`config.mk`:
```
export PLATFORM = sky130hd
export DESIGN_NAME = mbist_march_sequencer
export DESIGN_NICKNAME = d
export VERILOG_FILES = /design/src/rtl/mbist_march_sequencer.sv
export SDC_FILE = /design/constraint.sdc
export NUM_CORES = 1
export LEC_CHECK = 0
export CAP_MARGIN = 20
export CORE_MARGIN = 2
export CORE_UTILIZATION = 42
export CTS_CLUSTER_DIAMETER = 100
export DETAILED_ROUTE_END_ITERATION = 8
export PLACE_DENSITY = 0.75
export SYNTH_ARGS = -nofsm -noshare
export SYNTH_HDL_FRONTEND = slang
export SYNTH_SLANG_ARGS = --single-unit
```
`constraint.sdc`:
```
create_clock -name clk -period 3.45 [get_ports clk]
set_clock_uncertainty 0.1 [all_clocks]
set_input_delay 0.5175 -clock clk [delete_from_list [all_inputs] [get_ports clk]]
set_output_delay 0.5175 -clock clk [all_outputs]
set_load 0.02 [all_outputs]
```
`src/rtl/mbist_march_sequencer.sv`:
```
// mbist_march_sequencer: March C- sequencer over one single-port SRAM with pipelined read compare and first-fail capture
module mbist_march_sequencer #(
  parameter int DEPTH  = 16,
  parameter int ADDR_W = 4,
  parameter int DATA_W = 8,
  parameter int RD_LAT = 1
) (
  input  logic              clk,
  input  logic              rst,
  input  logic              start,
  input  logic [DATA_W-1:0] mem_rdata,
  output logic              NbarT,
  output logic [ADDR_W-1:0] mem_addr,
  output logic              mem_we,
  output logic              mem_re,
  output logic [DATA_W-1:0] mem_wdata,
  output logic              busy,
  output logic              done,
  output logic              fail,
  output logic [ADDR_W-1:0] fail_addr,
  output logic [2:0]        fail_elem
);
  localparam logic [1:0] IDLE = 2'd0, RUN = 2'd1, DRAIN = 2'd2, DONE = 2'd3;
  localparam logic [2:0] ELEM_END = 3'd6;
  logic [1:0] state;
  logic [2:0] elem, op_elem, dcnt;
  logic [ADDR_W-1:0] addr;
  logic op, op_bg;
  logic [RD_LAT-1:0] pv, pbg;
  logic [ADDR_W-1:0] pa [RD_LAT];
  logic [2:0] pe [RD_LAT];
  logic launch, issue, two_op, down, is_wr, rd_bg, wr_bg, last_a, nxt_down, mismatch;
  // elem/addr/op always name the next op to issue; they rest at zero outside RUN
  always_comb begin
    launch   = (state == IDLE || state == DONE) && start;
    issue    = launch || (state == RUN && elem != ELEM_END);
    two_op   = elem >= 3'd1 && elem <= 3'd4;
    down     = elem == 3'd3 || elem == 3'd4;
    nxt_down = elem == 3'd2 || elem == 3'd3;
    is_wr    = elem == 3'd0 || (two_op && op);
    rd_bg    = elem == 3'd2 || elem == 3'd4;
    wr_bg    = elem == 3'd1 || elem == 3'd3;
    last_a   = down ? addr == '0 : addr == ADDR_W'(DEPTH - 1);
    mismatch = pv[RD_LAT-1] && mem_rdata != {DATA_W{pbg[RD_LAT-1]}};
  end
  assign NbarT = state == RUN || state == DRAIN;
  assign busy  = NbarT;
  assign done  = state == DONE;
  always_ff @(posedge clk) begin
    if (rst) begin
      state     <= IDLE;
      elem      <= '0;
      addr      <= '0;
      op        <= 1'b0;
      dcnt      <= '0;
      mem_addr  <= '0;
      mem_we    <= 1'b0;
      mem_re    <= 1'b0;
      mem_wdata <= '0;
      op_elem   <= '0;
      op_bg     <= 1'b0;
      pv        <= '0;
      pbg       <= '0;
      fail      <= 1'b0;
      fail_addr <= '0;
      fail_elem <= '0;
    end else begin
      mem_we    <= issue && is_wr;
      mem_re    <= issue && !is_wr;
      mem_addr  <= issue ? addr : '0;
      mem_wdata <= (issue && is_wr) ? {DATA_W{wr_bg}} : '0;
      op_elem   <= elem;
      op_bg     <= rd_bg;
      if (issue) begin
        if (two_op && !op) op <= 1'b1;
        else begin
          op <= 1'b0;
          if (last_a) begin
            elem <= elem + 3'd1;
            addr <= nxt_down ? ADDR_W'(DEPTH - 1) : '0;
          end else addr <= down ? addr - 1'b1 : addr + 1'b1;
        end
      end
      pv[0]  <= mem_re;
      pbg[0] <= op_bg;
      pa[0]  <= mem_addr;
      pe[0]  <= op_elem;
      for (int i = 1; i < RD_LAT; i++) begin
        pv[i]  <= pv[i-1];
        pbg[i] <= pbg[i-1];
        pa[i]  <= pa[i-1];
        pe[i]  <= pe[i-1];
      end
      if (launch) begin
        fail      <= 1'b0;
        fail_addr <= '0;
        fail_elem <= '0;
      end else if (mismatch && !fail) begin
        fail      <= 1'b1;
        fail_addr <= pa[RD_LAT-1];
        fail_elem <= pe[RD_LAT-1];
      end
      if (launch) state <= RUN;
      else if (state == RUN && elem == ELEM_END) begin
        state <= DRAIN;
        elem  <= '0;
        dcnt  <= '0;
      end else if (state == DRAIN) begin
        state <= (dcnt == 3'(RD_LAT - 1)) ? DONE : DRAIN;
        dcnt  <= dcnt + 3'd1;
      end
    end
  end
endmodule

```
# Word level (Yosys, flattened, before mapping)
# Memories as Yosys holds them, arrays and structs flattened. A register that Yosys moved wholly into a read port is not among the register bits.
# Index checks and enable logic that the tools add are counted.
# totals
n_memories	2
register_bits	27
in_bits	11
mem_bits_rw	7
elab_cells	87
# classes
n_addsub	4
n_reduce_logical	32
n_mux	17
order_cmp	2
n_bitwise	4
eq_ne	11
# mem_list
memory	depth	word_bits	read_ports	rd_clocked_by_memory_dff	write_ports	line	source
pa	1	4	1	1	1	30	logic [ADDR_W-1:0] pa [RD_LAT];
pe	1	3	1	1	1	31	logic [2:0] pe [RD_LAT];
# ops
cell	count
$mux 3	7
$mux 4	3
$logic_and 1x1->1	10
$logic_or 1x1->1	8
$ne 8x8->1	1
$add 3x1->3 const B	2
$eq 3x2->1 const B	2
$eq 3x3->1 const B	2
$logic_not 3->1	2
$reduce_or 2->1	3
$mux 1	5
$add 4x1->4 const B	1
$eq 2x2->1 const B	2
$eq 4x4->1 const B	1
$logic_not 4->1	1
$mux 2	2
$not 1->1	4
$reduce_and 2->1	2
$sub 4x1->4 const B	1
$eq 3x1->1 const B	1
$ge 3x1->1 const B	1
$le 3x3->1 const B	1
$logic_not 1->1	3
$ne 3x3->1 const B	1
4 further kinds	4

# Longest topological paths before layout
# Gate-level depths: netlist (run 1).
# logic_depth
ltp_word	8
mapped_depth	10

# Worst setup path before layout (run 1)
# OpenSTA, ideal clock, no wires.
# synth_timing
kind	reg2reg
startpoint	register elem[2]
endpoint	register addr[3]
synth_period_minus_slack_ps	2409
arrival_ps	2239
t_required_ps	3280
n_path_buf	1
slack_ps	1041
path_stages_with_launch	11
setup_ps	70
path_cell_list	dfxtp_1 > buf_2 > inv_1 > ha_1 > a21oi_4 > inv_1 > ha_1 > and3_1 > o311ai_0 > o211ai_1 > a21oi_1
# synth_between
elab_chain_cells	5
word_cells_on_any_way	18
cone_classes	2 x order compare; 4 x eq/ne; 4 x mux; 1 x bitwise; 7 x reduce/logical
# synth_lines
item	line	source
start, declared	26	logic [2:0] elem, op_elem, dcnt;
start signal, assigned	79	elem <= elem + 3'd1;
$ge 3x1->1 / $le 3x3->1 (equally long branches)	37	two_op = elem >= 3'd1 && elem <= 3'd4;
$logic_and 1x1->1	37	
$logic_and 1x1->1	75	if (two_op && !op) op <= 1'b1;
$not 1->1 (no source line)	n/a	
$reduce_and 2->1 (no source line)	n/a	
end signal, assigned	80	addr <= nxt_down ? ADDR_W'(DEPTH - 1) : '0;
end signal, assigned	81	end else addr <= down ? addr - 1'b1 : addr + 1'b1;
end, declared	27	logic [ADDR_W-1:0] addr;
# Several ways; a longest one is shown, not always the timed one.
# A chain may end at the register's enable or synchronous reset.

# Final worst setup path (run 1)
# Same ends and word-level chain as after synthesis.

==> results of run 1 <==
-- how the worst max path moves through the flow --
stage / from / to / slack (ns) / cells after the start
4_1_cts: elem[2] / addr[3] / 0.73 / 9
3_3_place_gp: elem[2] / addr[3] / 0.85 / 9
6_report: elem[2] / addr[3] / 0.70 / 9
3_5_place_dp: elem[2] / addr[3] / 0.74 / 9
5_1_grt: elem[2] / addr[3] / 0.50 / 9
2_1_floorplan: elem[2] / addr[3] / 1.04 / 10
-- cells in the final DEF, fill, tap and decap left out, types with 4 or more instances in the layout --
cell             synthesis  final
clkdlybuf4s50_1          0     35
dfxtp_1                 34     34
nand2_1                 18     18
a21oi_1                 14     14
inv_1                   12     12
ha_1                    12     12
nand4_1                 11     11
o21ai_0                 11     11
nor2_1                   8      8
nand3_1                  7      7
edfxtp_1                 7      7
o21ai_1                  5      5
nor3_1                   5      5
clkbuf_8                 0      5
and2_1                   4      4
-- worst reg2reg max path: cells and delay by family, from the launching register on --
kind                       cells  cell delay [ns]
buffers and inverters          2             0.31
AOI/OAI and AO/OA              4             0.87
DFF                            1             0.57
and+or+nand+nor                1             0.18
adders and majority gates      2             0.66
-- through the flow --
stage	area [um^2]	worst slack, ns
2_1_floorplan	1980	1.04
3_5_place_dp	2310	0.740
3_3_place_gp	2310	0.849
6_report	2450	0.697
4_1_cts	2450	0.730
5_1_grt	2450	0.499
-- flip-flops by register name (all words and copies together) (netlist names), 3 cells and up --
register and count:
addr 4, fail_addr 4, mem_addr 4, pa 4, dcnt 3, elem 3
fail_elem 3, op_elem 3, pe 3
-- power breakdown --
group | switching (uW) | total (uW) | internal, uW
Sequential | 13.6 | 511 | 497
Combinational | 47.6 | 88.5 | 40.9
Clock | 172 | 463 | 291
Total | 233 | 1060 | 829
-- routing by layer --
layer / up-vias / wire length, um / share of wire, %
met5: - / 0 / 0
met4: 0 / 70 / 1.8
met3: 7 / 219 / 5.7
met2: 40 / 1770 / 46
met1: 727 / 1780 / 46
li1: 800 / - / -
-- area by class of cell --
type	count	area share [%]
tap	52	2.66
sequential	41	36.4
clock inverter	3	2.81
multi-input combinational	140	38.5
clock buffer	5	2.81
inverter	12	1.84
timing repair buffer	37	14.9
-- cell families (layout without fill, tap and decap cells) --
| group | Yosys count | after routing | synth area share, % |
|---|---|---|---|
| and+or+nand+nor | 74 | 74 | 20.0 |
| AOI/OAI and AO/OA | 47 | 47 | 15.3 |
| DFF | 41 | 41 | 44.9 |
| buffers and inverters | 29 | 57 | 7.57 |
| adders and majority gates | 13 | 13 | 8.58 |
| muxes | 4 | 4 | 2.71 |
| xor gates and xnor gates | 2 | 2 | 0.883 |
==> results.yml, run 1 <==
worst_hold_path:
  hold_path_end: "pe[0][2]"
  hold_depth: 0
  hold_class: "reg -> reg"
  hp-start: "op_elem[2]"
yosys:
  yosysUniqueCellTypes: 48
  avgSynthCellArea_um2: 9.44
  netlist.area_leader.share_pct: 34.3
  yosys_warnings: 0
  synth_edf_count: 7
  synthTopCellsByCount: "dfxtp_1, nand2_1, a21oi_1"
  syn_inst: 210
  synth_ff_type: "dfxtp_1"
  syn_area_um2: 1980
  yosysMostFrequentCell: "dfxtp_1"
  ys_seq_area_share_pct: 44.9
  synth_top_cell_by_area: "dfxtp_1"
  synthTopCellsByArea: "dfxtp_1, edfxtp_1, ha_1"
  async_flop_share_pct: 0
  syn-num-nets: 234
  synth.ff_latch_count: 41
clock_network:
  post_cts_buffers: 0
  clock_latency_ns: 0.29
  clkTransAtPathRegs_ns: 0.08
  cts_buffer_depth: 2
  cts_tree: "built"
  numCtsBuffers: 5
  cts.sink_count: 41
  cts-root-buf: "clkbuf_8"
  hold_buffers: 0
  htree_levels: 2
  cts_resized: 0
power_and_ir_drop:
  leakage_uw: 0.000916
  powerDensity_nw_per_um2: 434
  power_uw: 1060
  vdd_drop_max_mv: 0.171
floorplan:
  initial_core_util_pct: 44.6
  rows: 24
  fp.dieW_um: 72.7
  coreArea_um2: 4440
  io_pins: 36
  die-height_um: 72.7
  die-area_um2: 5290
critical_path:
  r2r-start: "elem[2]"
  startpoint_type: "register"
  arrival_ns: 2.89
  path_buf_inv: 2
  cp_max_fo: 12
  reg2reg_slack_ns: 0.70
  setup.worst_path.end_class: "register"
  crit_type: "reg -> reg"
  r2r_end: "addr[3]"
  max_stage_delay_ns: 0.57
  worstRegToRegCells: 9
  critPathRequiredTime_ns: 3.58
  crit_family: "compound AO/OA/AOI/OAI gates"
  crit_chain: "inv_1 > ha_1 > a21oi_4 > inv_1 > ha_1 > and3_1 > o311ai_0 > o211ai_1 > a21oi_1"
  critical-path-slowest-cell: "dfxtp_1"
finish:
  syn_to_final_growth_pct: 23.3
  final_layout_size_suffix_gt1_share_pct: 7.98
  fillerInstances: 375
  final_cells: 290
  finalNetCount: 261
  multi_input_area_um2: 942
  postLayoutCoreUtil_pct: 55.0
  num_antenna_cells: 0
  register_area_um2: 891
placed_design:
  dp.cells: 282
  place_congestion: 0.835
  hpwl_um: 2760
  port_buffers: 35
sta:
  setup_viol: 0
  tightest_slew_ns: 0.654
  whs_ns: 0.309
  drv_slew: 0
  setup_tns_ns: 0
  grt_setup_unrepaired: "false"
  slew_headroom_pct: 56.2
  timing.fmax_mhz: 363
  period_share_pct: 79.8
  final_hold_viol_count: 0
  min_period_ns: 2.75
routing:
  dr_total_vias: 1574
  firstDrtPassIters: 4
  route.detailed.drc: 0
  via_per_inst: 5.43
  ant_nets: 0
  wire_per_inst_um: 13.2
  drt-total-wl_um: 3840
  drt_iter0_drc: 70
grt:
  met2_usage_pct: 25.3
  antenna_found_initial: 0
  grt_start_max_net_pins: 20
  grt_util_met1_pct: 19.6
  grt_overflow: 0
  grt_pass1_vias: 1409
  grtUsageMet3_pct: 4.56
  grt_pass1_wl_um: 6470
  grt_use_total_pct: 15.8
  busiest_layer: "met2"
run_status:
  outcome: "finished, final reports clean"
job:
  cap_viol_max_count: 0
Power figures use the tool's default switching activity.
==> inputs of run 2 (changes only) <==
--- a/config.mk
+++ b/config.mk
@@ -10,7 +10,7 @@
 export CORE_UTILIZATION = 42
 export CTS_CLUSTER_DIAMETER = 100
 export DETAILED_ROUTE_END_ITERATION = 8
-export PLACE_DENSITY = 0.75
+export PLACE_DENSITY = 0.78
 export SYNTH_ARGS = -nofsm -noshare
 export SYNTH_HDL_FRONTEND = slang
 export SYNTH_SLANG_ARGS = --single-unit
==> constraint.sdc (replaced) <==
create_clock -name clk -period 2.45 [get_ports clk]
set_clock_uncertainty 0.1 [all_clocks]
set_input_delay 0.3675 -clock clk [delete_from_list [all_inputs] [get_ports clk]]
set_output_delay 0.3675 -clock clk [all_outputs]
set_load 0.02 [all_outputs]
==> run 2 against run 1 <==
Against the previous run:
- sequential power is 41% higher
- critical path type unchanged
- cell area is 1.7% higher
- setup slack worse by 0.55 ns
- total power is 41% higher
- utilization is 0.96 points higher
- hold slack worse by 0.0094 ns
- largest power group unchanged
==> results.yml, run 2 (synthesis gave the netlist of run 1 again) <==
grt:
  antenna_found_initial: 0
  grt_pass1_vias: 1369
  grt_pass1_wl_um: 6160
  grt_overflow: 0
  grt_use_total_pct: 15.0
  grt_start_max_net_pins: 16
clock_network:
  clock_latency_ns: 0.30
  htree_levels: 2
  clkTransAtPathRegs_ns: 0.08
  hold_buffers: 0
  numCtsBuffers: 5
  post_cts_buffers: 0
  cts_buffer_depth: 2
  cts_tree: "built"
  cts.sink_count: 41
  cts-root-buf: "clkbuf_8"
placed_design:
  place_congestion: 0.863
  pre_cts_ws_ns: 0.0603
  dpl_cell_area_um2: 2350
  dp.cells: 287
  hpwl_um: 2800
  port_buffers: 35
sta:
  setup_viol: 0
  min_period_ns: 2.30
  tightest_slew_ns: 0.608
  final_hold_viol_count: 0
  period_share_pct: 93.9
  setup_slack_ns: 0.150
  drv_slew: 0
  grt_setup_unrepaired: "false"
  setup_tns_ns: 0
  whs_ns: 0.300
  slew_headroom_pct: 59.1
  timing.fmax_mhz: 435
power_and_ir_drop:
  vdd_drop_max_mv: 0.247
  powerDensity_nw_per_um2: 602
  leakage_uw: 0.000940
critical_path:
  cp_max_fo: 6
  reg2reg_slack_ns: 0.15
  startpoint_type: "register"
  worstRegToRegCells: 9
  crit_type: "reg -> reg"
  r2r_end: "addr[3]"
  arrival_ns: 2.43
  setup.worst_path.end_class: "register"
  r2r-start: "elem[0]"
  critPathRequiredTime_ns: 2.58
routing:
  drt-total-wl_um: 3870
  via_per_inst: 5.34
  firstDrtPassIters: 4
  drt_iter0_drc: 92
  ant_nets: 0
  met2_length_um: 1850
  drt-met1-wl_um: 1750
  wire_per_inst_um: 13.1
  dr_total_vias: 1574
  route.detailed.drc: 0
  wl_met3_um: 186
  highest_layer: "met4"
finish:
  syn_to_final_growth_pct: 25.5
  fillerInstances: 397
  num_antenna_cells: 0
  layout_common_cells: "clkdlybuf4s50_1, dfxtp_1, nand2_1, a21oi_1, inv_1"
  finalNetCount: 266
  final_area_um2: 2490
  layout_commonest_cell: "clkdlybuf4s50_1"
  final_cells: 295
  final_layout_size_suffix_gt1_share_pct: 11.1
floorplan:
  io_pins: 36
  die-area_um2: 5290
  die-height_um: 72.7
  coreArea_um2: 4440
  initial_core_util_pct: 44.6
  rows: 24
  fp.dieW_um: 72.7
worst_hold_path:
  hold_path_end: "pe[0][0]"
  hold_depth: 0
  hold_class: "reg -> reg"
  hp-start: "op_elem[0]"
job:
  cap_viol_max_count: 0
run_status:
  outcome: "finished, final reports clean"
-- run 2: metrics by stage --
| stage | util (%) | power [uW] |
|---|---|---|
| floorplan | - | 813 |
| global placement | 52.8 | 859 |
| detailed placement | 52.8 | 860 |
| CTS | 55.9 | 1500 |
| global route | 56.0 | 1540 |
| finish | 56.0 | 1500 |
-- run 2: routing by layer --
layer | track usage, % | vias up
met5 | 0 | -
li1 | - | 808
met4 | 6.79 | 0
met1 | 17.7 | 727
met2 | 25.4 | 33
met3 | 4.28 | 6
-- run 2: repair_timing --
item,in CTS,in global routing
setup endpoints to repair,0,1
gates resized for setup,0,4
endpoints found under the hold margin,0,0
-- run 2: power breakdown --
group / total (uW) / switching [uW] / leakage, uW / internal (uW)
registers: 720 / 19.7 / 0.000348 / 700
logic: 126 / 67.1 / 0.000523 / 58.4
clock network: 654 / 244 / 0.0000687 / 410
-- run 2: worst max-delay path by stage --
stage          startpoint      end  depth (start not counted)
6_report          elem[0]  addr[3]                          9
2_1_floorplan     elem[2]  addr[3]                         10
3_5_place_dp      elem[0]  addr[3]                          9
3_3_place_gp      elem[0]  addr[3]                          9
5_1_grt           elem[0]  addr[3]                          9
4_1_cts           elem[0]  addr[3]                          9
-- run 2: layout make-up --
| cell class | count | area [um^2] | share of cell area, % |
|---|---|---|---|
| clock buffer | 5 | 68.8 | 2.77 |
| clock inverter | 3 | 68.8 | 2.77 |
| inverter | 12 | 45.0 | 1.81 |
| multi-input combinational | 140 | 945 | 38.0 |
| sequential | 41 | 893 | 35.9 |
| tap | 52 | 65.1 | 2.61 |
| timing repair buffer | 42 | 403 | 16.2 |
-- run 2: critical path, stage by stage, from the launching register on --
cell and delay [ns]:
dfxtp_2 0.36, ha_1 0.20, ha_1 0.24, a21oi_4 0.13, inv_1 0.09, ha_1 0.34
and3_1 0.19, o311ai_1 0.30, o211ai_1 0.13, a21oi_1 0.15
